<file path="config.mk">
export PLATFORM = sky130hd
export DESIGN_NAME = ram_sp_param
export DESIGN_NICKNAME = d
export VERILOG_FILES = /design/src/rtl/ram_sp_param.sv
export SDC_FILE = /design/constraint.sdc
export NUM_CORES = 1
export LEC_CHECK = 0
export BUFFER_PORTS_ARGS = -buffer_cell sky130_fd_sc_hd__buf_4
export CAP_MARGIN = 25
export CORE_MARGIN = 2
export CORE_UTILIZATION = 45
export DETAILED_ROUTE_END_ITERATION = 10
export MAX_ROUTING_LAYER = met4
export PLACE_DENSITY_LB_ADDON = 0.3
export REMOVE_ABC_BUFFERS = 1
export SETUP_SLACK_MARGIN = 0.5
export SYNTH_ARGS = -nofsm -noshare
export SYNTH_HDL_FRONTEND = slang
export SYNTH_SLANG_ARGS = --single-unit
</file>
<file path="constraint.sdc">
create_clock -name clk -period 2.9 [get_ports clk]
set_input_delay 0.145 -clock clk [delete_from_list [all_inputs] [get_ports clk]]
set_output_delay 0.145 -clock clk [all_outputs]
set_load 0.02 [all_outputs]
</file>
<file path="src/rtl/ram_sp_param.sv">
`default_nettype none
// ============================================================================
//  Module   : ram_sp_param
//  Purpose  : Parametrised single-port synchronous RAM with per-byte write
//             enables, registered read with valid strobe, selectable
//             read-during-write behaviour and a hardware clear sequencer that
//             presets every word to CLEAR_VAL after reset or on request.
//  Revision : 1.0  initial release
// ----------------------------------------------------------------------------
//  Parameters
//    DATA_W    word width in bits (multiple of 8)
//    ADDR_W    address width, DEPTH = 2**ADDR_W
//    READ_MODE 0 = read-first, 1 = write-first on same-address read+write
//    CLEAR_VAL value written to every word by the clear sequencer
//  Ports
//    clk       clock, all state changes on the rising edge
//    rst_n     asynchronous active-low reset
//    clr_req   request a full-array clear (honoured only when not busy)
//    wr_en     write strobe
//    be        byte-lane enables, lane i covers din[8i+7:8i]
//    rd_en     read strobe
//    addr      word address for read and/or write
//    din       write data
//    dout      registered read data
//    rd_valid  one-cycle pulse: dout was updated by a read on this edge
//    busy      clear sequencer active, accesses are ignored
// ============================================================================
module ram_sp_param #(
    parameter int                 DATA_W    = 8,
    parameter int                 ADDR_W    = 4,
    parameter int                 READ_MODE = 0,
    parameter logic [DATA_W-1:0]  CLEAR_VAL = '0
) (
    input  logic                  clk,
    input  logic                  rst_n,
    input  logic                  clr_req,
    input  logic                  wr_en,
    input  logic [DATA_W/8-1:0]   be,
    input  logic                  rd_en,
    input  logic [ADDR_W-1:0]     addr,
    input  logic [DATA_W-1:0]     din,
    output logic [DATA_W-1:0]     dout,
    output logic                  rd_valid,
    output logic                  busy
);

    localparam int                c_depth    = 2 ** ADDR_W;
    localparam int                c_lanes    = DATA_W / 8;
    localparam logic [ADDR_W-1:0] c_ptr_last = '1;
    localparam logic [ADDR_W-1:0] c_ptr_one  = ADDR_W'(1);

    typedef enum logic [0:0] {
        S_CLEAR = 1'b0,
        S_IDLE  = 1'b1
    } state_t;

    state_t               r_state;
    logic [ADDR_W-1:0]    r_ptr;
    logic [DATA_W-1:0]    r_dout;
    logic                 r_rd_valid;
    logic [DATA_W-1:0]    r_mem [c_depth];

    logic [DATA_W-1:0]    w_old;
    logic [DATA_W-1:0]    w_merged;
    logic [DATA_W-1:0]    w_rd_data;
    logic                 w_idle;

    assign w_idle = (r_state == S_IDLE);
    assign w_old  = r_mem[addr];

    // Merged word: enabled lanes come from din, the rest keep the stored
    // value. With be all-zero this equals the old word, so a write with no
    // lanes enabled rewrites identical data and is effectively a no-op.
    for (genvar gi = 0; gi < c_lanes; gi++) begin : g_lane
        assign w_merged[8*gi +: 8] = be[gi] ? din[8*gi +: 8] : w_old[8*gi +: 8];
    end

    // Read-during-write: write-first forwards the merged word only when a
    // write is actually presented; otherwise both modes return stored data.
    assign w_rd_data = ((READ_MODE != 0) && wr_en) ? w_merged : w_old;

    // ------------------------------------------------------------------------
    // Control FSM and registered read path
    // ------------------------------------------------------------------------
    always_ff @(posedge clk or negedge rst_n) begin
        if (!rst_n) begin
            r_state    <= S_CLEAR;
            r_ptr      <= '0;
            r_dout     <= '0;
            r_rd_valid <= 1'b0;
        end else begin
            case (r_state)
                S_CLEAR: begin
                    // Accesses are ignored; dout holds. The pointer wraps
                    // naturally back to zero on the final word.
                    r_rd_valid <= 1'b0;
                    r_ptr      <= r_ptr + c_ptr_one;
                    if (r_ptr == c_ptr_last) begin
                        r_state <= S_IDLE;
                    end
                end
                S_IDLE: begin
                    r_rd_valid <= rd_en;
                    if (rd_en) begin
                        r_dout <= w_rd_data;
                    end
                    // The access on this edge is still performed; the clear
                    // begins on the following edge.
                    if (clr_req) begin
                        r_state <= S_CLEAR;
                        r_ptr   <= '0;
                    end
                end
                default: begin
                    r_state    <= S_CLEAR;
                    r_ptr      <= '0;
                    r_rd_valid <= 1'b0;
                end
            endcase
        end
    end

    // ------------------------------------------------------------------------
    // Storage array. Not reset; the clear sequencer initialises it. Writes
    // are suppressed while reset is held so the array is untouched by reset.
    // ------------------------------------------------------------------------
    always_ff @(posedge clk) begin
        if (rst_n) begin
            if (!w_idle) begin
                r_mem[r_ptr] <= CLEAR_VAL;
            end else if (wr_en) begin
                r_mem[addr] <= w_merged;
            end
        end
    end

    assign dout     = r_dout;
    assign rd_valid = r_rd_valid;
    assign busy     = !w_idle;

endmodule
`default_nettype wire

</file>
Word level (Yosys, flattened, before mapping)
Memories as Yosys holds them, arrays and structs flattened.
Cells that the tools add are included.
Operators by class
  add/subtract/negate cells: 1
  multipliers: 0
  divide/modulo/power cells: 0
  magnitude comparators: 0
  equality and inequality tests: 2
  shifts and indexed selects: 0
  mux-type cells: 17
  bitwise gates (word level): 1
  reduce and logical (&&, ||, !) cells: 3
Operators by type and width (count)
  $mux 8: 2
  $mux 1: 10
  $mux 4: 2
  $pmux 4 s2: 1
  $reduce_or 8->1: 1
  $add 4x1->4 const B: 1
  $eq 4x4->1 const B: 1
  $pmux 1 s2: 2
  $ne 2x2->1 const B: 1
  $reduce_and 2->1: 1
  $logic_not 1->1: 1
  $not 1->1: 1
Word-level totals
  register bits after elaboration: 14
  bits in latches: 0
  RAM bits: 128
  bits in read-only memories: 0
  bits of input ports: 18
  output and inout bits: 10
  word-level logic and storage cells: 29
  memories: 1
Memories
  r_mem: words 16, width 8, read ports 1, clocked after memory_dff 0, write ports 1, line 61  | logic [DATA_W-1:0] r_mem [c_depth];

Depth between registers and ports, before layout
  word-level depth: 6
  mapped depth: 7
  depth with buffers taken out: 4

Worst setup path after synthesis
OpenSTA, ideal clock, no wires.
  path kind: input to register
  start: in addr[0]
  end: mem r_mem[0][0] (data pin)
  setup time: 0.340 ns
  arrival: 1.933 ns
  required time: 2.560 ns
  slack: 0.626 ns
  stages on the path: 7
  buffers on the path: 3
  cells stage by stage: buf_6 buf_12 buf_12 mux2i_1 a221o_1 a2bb2oi_2 a211oi_1
On the way
  longest elaborated chain between the ends: 3
RTL lines
  start: declaration: line 40  | input logic [ADDR_W-1:0] addr,
  $mem_v2 16x8
  $mux 8: line 75  | assign w_merged[8*gi +: 8] = be[gi] ? din[8*gi +: 8] : w_old[8*gi +: 8];
  $mux 8 (no line)
  end: declaration: line 61
Every way passes these cells.

Worst setup path after layout
  start: reg r_state
  end: mem r_mem[5][3] (enable)
On the way
  longest elaborated chain between the ends: 5
  elaborated cells between the ends (all ways): 9
  those cells by class: 8 x mux; 1 x reduce/logical
RTL lines
  start: declaration: line 57  | state_t r_state;
  start signal: assignment: line 87  | r_state <= S_CLEAR;
  start signal: assignment: line 99  | r_state <= S_IDLE;
  start signal: assignment: line 110  | r_state <= S_CLEAR;
  $mux 1: line 129  | if (!w_idle) begin
  $mux 1: line 128  | if (rst_n) begin
  $mux 1 (implied by the code): line 132  | r_mem[addr] <= w_merged;
  $reduce_or 8->1 (no line)
  $mux 4 (no line) / $mux 1 (equally long branches)
Parallel ways exist; a longest one is shown, timed or not.

==> flow_summary.ini <==
[die]
die_w_um = 119
core_area_um2 = 12700
ios = 28
start_util = 0.465
die_h_um = 119
rows = 41
dieArea_um2 = 14100

[sta]
hold_viol = 0
clock.fmax_mhz = 455
drv_slew = 0
rsz0062_at_grt = false
worstMarginPinSlew_ns = 0.651
final.period_utilization = 0.758
slew_headroom = 0.565
final.setup.worst_slack_ns = 0.703
tns_ns = 0
setup_viol = 0
period_needed_ns = 2.20
fin_skew_ns = 0.0102

[critical_path]
cp.arrival_ns = 2.31
startpoint_type = flop
startpoint = r_state
crit_slowest_cell = dfrtp_1
cp_top_family = simple AND/OR/NAND/NOR gates
cp_num_buf_inv = 1
critPathKind = flop to flop
crit_fanout = 13
cp.required_ns = 3.01
cp-end-kind = flop
path_cells = nand3_2 -> mux2i_1 -> or2_2 -> nor2_1 -> buf_4
rr_startpoint = r_state
max_stage_delay_ns = 0.56

[place]
place_congestion = 0.795
dp_hpwl_mm = 8.28
io_buffers = 27
dp_slack_ns = 0.524

[final_layout]
antenna_cells = 0
finish.utilization = 0.549
syn_to_final_growth_pct = 18.0
final_cell_mix = edfxtp_1 (128), buf_4 (57), nor2_1 (34)
fin_nets = 402
final_common_cell = edfxtp_1
drive_gt1_frac = 0.250

[synth]
yosysSeqAreaShare = 0.708
syn_area_um2 = 5920
yosys_warnings = 0
netlist_instances = 323
yosysUniqueCellTypes = 34
avgSynthCellArea_um2 = 18.3
ys_ff_latch = 142

[routing]
vias_per_cell = 5.66
wire_per_inst_um = 23.5
drc_errors = 0
finalWirelength_mm = 13.3
postRouteAntennaNets = 0
dr.pass1.iters = 4
drt_iter0_markers = 380
vias = 3213

[clock_network]
numCtsBuffers = 17
cts_tree = built
clk_path_buf_depth = 2
path_clk_slew_ns = 0.06
clk_latency_ns = 0.42
post_cts_buffers = 0
cts_max_level = 4
cts-root-buf = clkbuf_16
cts.sinks = 142

[global_routing]
antenna_found_initial = 0
grt_first_pass_wirelength_mm = 20.1
grt_usage = 0.206
grt_overflow = 0
grt_pass1_vias = 3303
grt_max_degree = 37

[outcome]
outcome = completed

[worst_hold_path]
hold_class = input port to async pin

[power_and_ir_drop]
p_leak_uw = 0.00259
vdd_drop_max_v = 0.000377
power.density_nw_per_um2 = 803

[run]
maxCapViolCount = 0
==> cell usage after synthesis <==
library cell    n  area, um2
buf_12          3       60.1
mux4_1         24        631
o21ai_0        12       60.1
nor2b_1         1       6.26
o22ai_1         2       12.5
o211ai_1        1       7.51
nand4_1         1       6.26
inv_1           6       22.5
clkbuf_8        1       13.8
nor3b_1         2       15.0
o2bb2ai_1       1       8.76
nand3_1         4       20.0
dfrtp_1        14        350
a221o_1         8       80.1
and3b_1         1       8.76
and2_1          1       6.26
nor2_1         34        128
mux2_2          8       90.1
clkbuf_1        7       26.3
ha_1            1       12.5
or3_1           1       6.26
buf_2           3       15.0
edfxtp_1      128       3840
xnor2_1         2       17.5
nor3_1          1       5.00
nand2_1        13       48.8
a211oi_1        8       60.1
mux2i_1        17        170
or2_2           1       6.26
buf_1           2       7.51
a31oi_1         4       25.0
a2bb2oi_2       8        120
nand3b_1        1       7.51
buf_6           2       22.5
==> kinds of logic (layout without fill, tap and decap cells) <==
family,after synthesis,count (layout),synth area share
compound gates,44,44,0.0632
xor+xnor,2,2,0.00296
fa+ha+maj,1,1,0.00211
buf+inv,24,97,0.0283
flops,142,142,0.708
mux,49,49,0.150
simple gates,61,61,0.0446
==> through the flow <==
| step | power (uW) | instance area, um2 | std cells | hold WS, ns |
|---|---|---|---|---|
| 3_5_place_dp | 3630 | 6420 | 534 | 0.0404 |
| 5_1_grt | 5820 | 6990 | 568 | 0.174 |
| 2_1_floorplan | 3170 | 5780 | 305 | -0.151 |
| 6_report | 5610 | 6990 | 568 | 0.161 |
| 3_3_place_gp | 3610 | 6420 | 534 | 0.0304 |
| 4_1_cts | 5650 | 6980 | 568 | 0.136 |
==> final timing paths <==
kind | to | slack [ns] | cells after the start
setup / recovery | r_mem[5][3] | 0.70 | 5
hold / removal | rd_valid | 0.16 | 2
setup reg to reg | r_mem[5][3] | 0.70 | 5
hold reg to reg | dout[7] | 0.48 | 2
max in group asynchronous | r_state | 2.52 | 2
min in group clk | dout[0] | 0.27 | 3
==> metal layers <==
metal / GRT usage / part of all wire / vias up
met5: - / 0 / -
met2: 0.329 / 0.51 / 126
met1: 0.243 / 0.40 / 1635
met3: 0.0512 / 0.058 / 19
met4: 0.103 / 0.027 / 0
li1: - / - / 1433
==> worst reg2reg max path, stage by stage, from the launching register on <==
cell and delay, ns:
dfrtp_1 0.56, nand3_2 0.28, mux2i_1 0.24, or2_2 0.37
nor2_1 0.22, buf_4 0.23
==> power breakdown <==
group | switching [uW] | total (uW) | internal (uW) | leakage (uW)
Combinational | 584 | 955 | 371 | 0.000941
Sequential | 126 | 2640 | 2510 | 0.00138
Clock | 758 | 2020 | 1260 | 0.000267
Total | 1470 | 5610 | 4140 | 0.00259
==> cell type report <==
cell class	instances	area (um2)
Timing Repair Buffer	59	448
Tap cell	172	215
Fill cell	1013	5730
Inverter	6	22.5
Sequential cell	142	4190
Multi-Input combinational cell	157	1560
Clock buffer	25	455
Clock inverter	7	88.8
==> repair_timing <==
| item | CTS | global route |
|---|---|---|
| setup endpoints to repair | 0 | 56 |
| resized for setup | 0 | 1 |
| hold buffers | 2 | 0 |
| endpoints found under the hold margin | 18 | 0 |
==> registers in the layout, summed over array words and instances (netlist names) <==
name and count:
r_ptr 4, r_mem 128, r_state 1, rd_valid 1, dout 8
(Power assumes the default switching activity.)
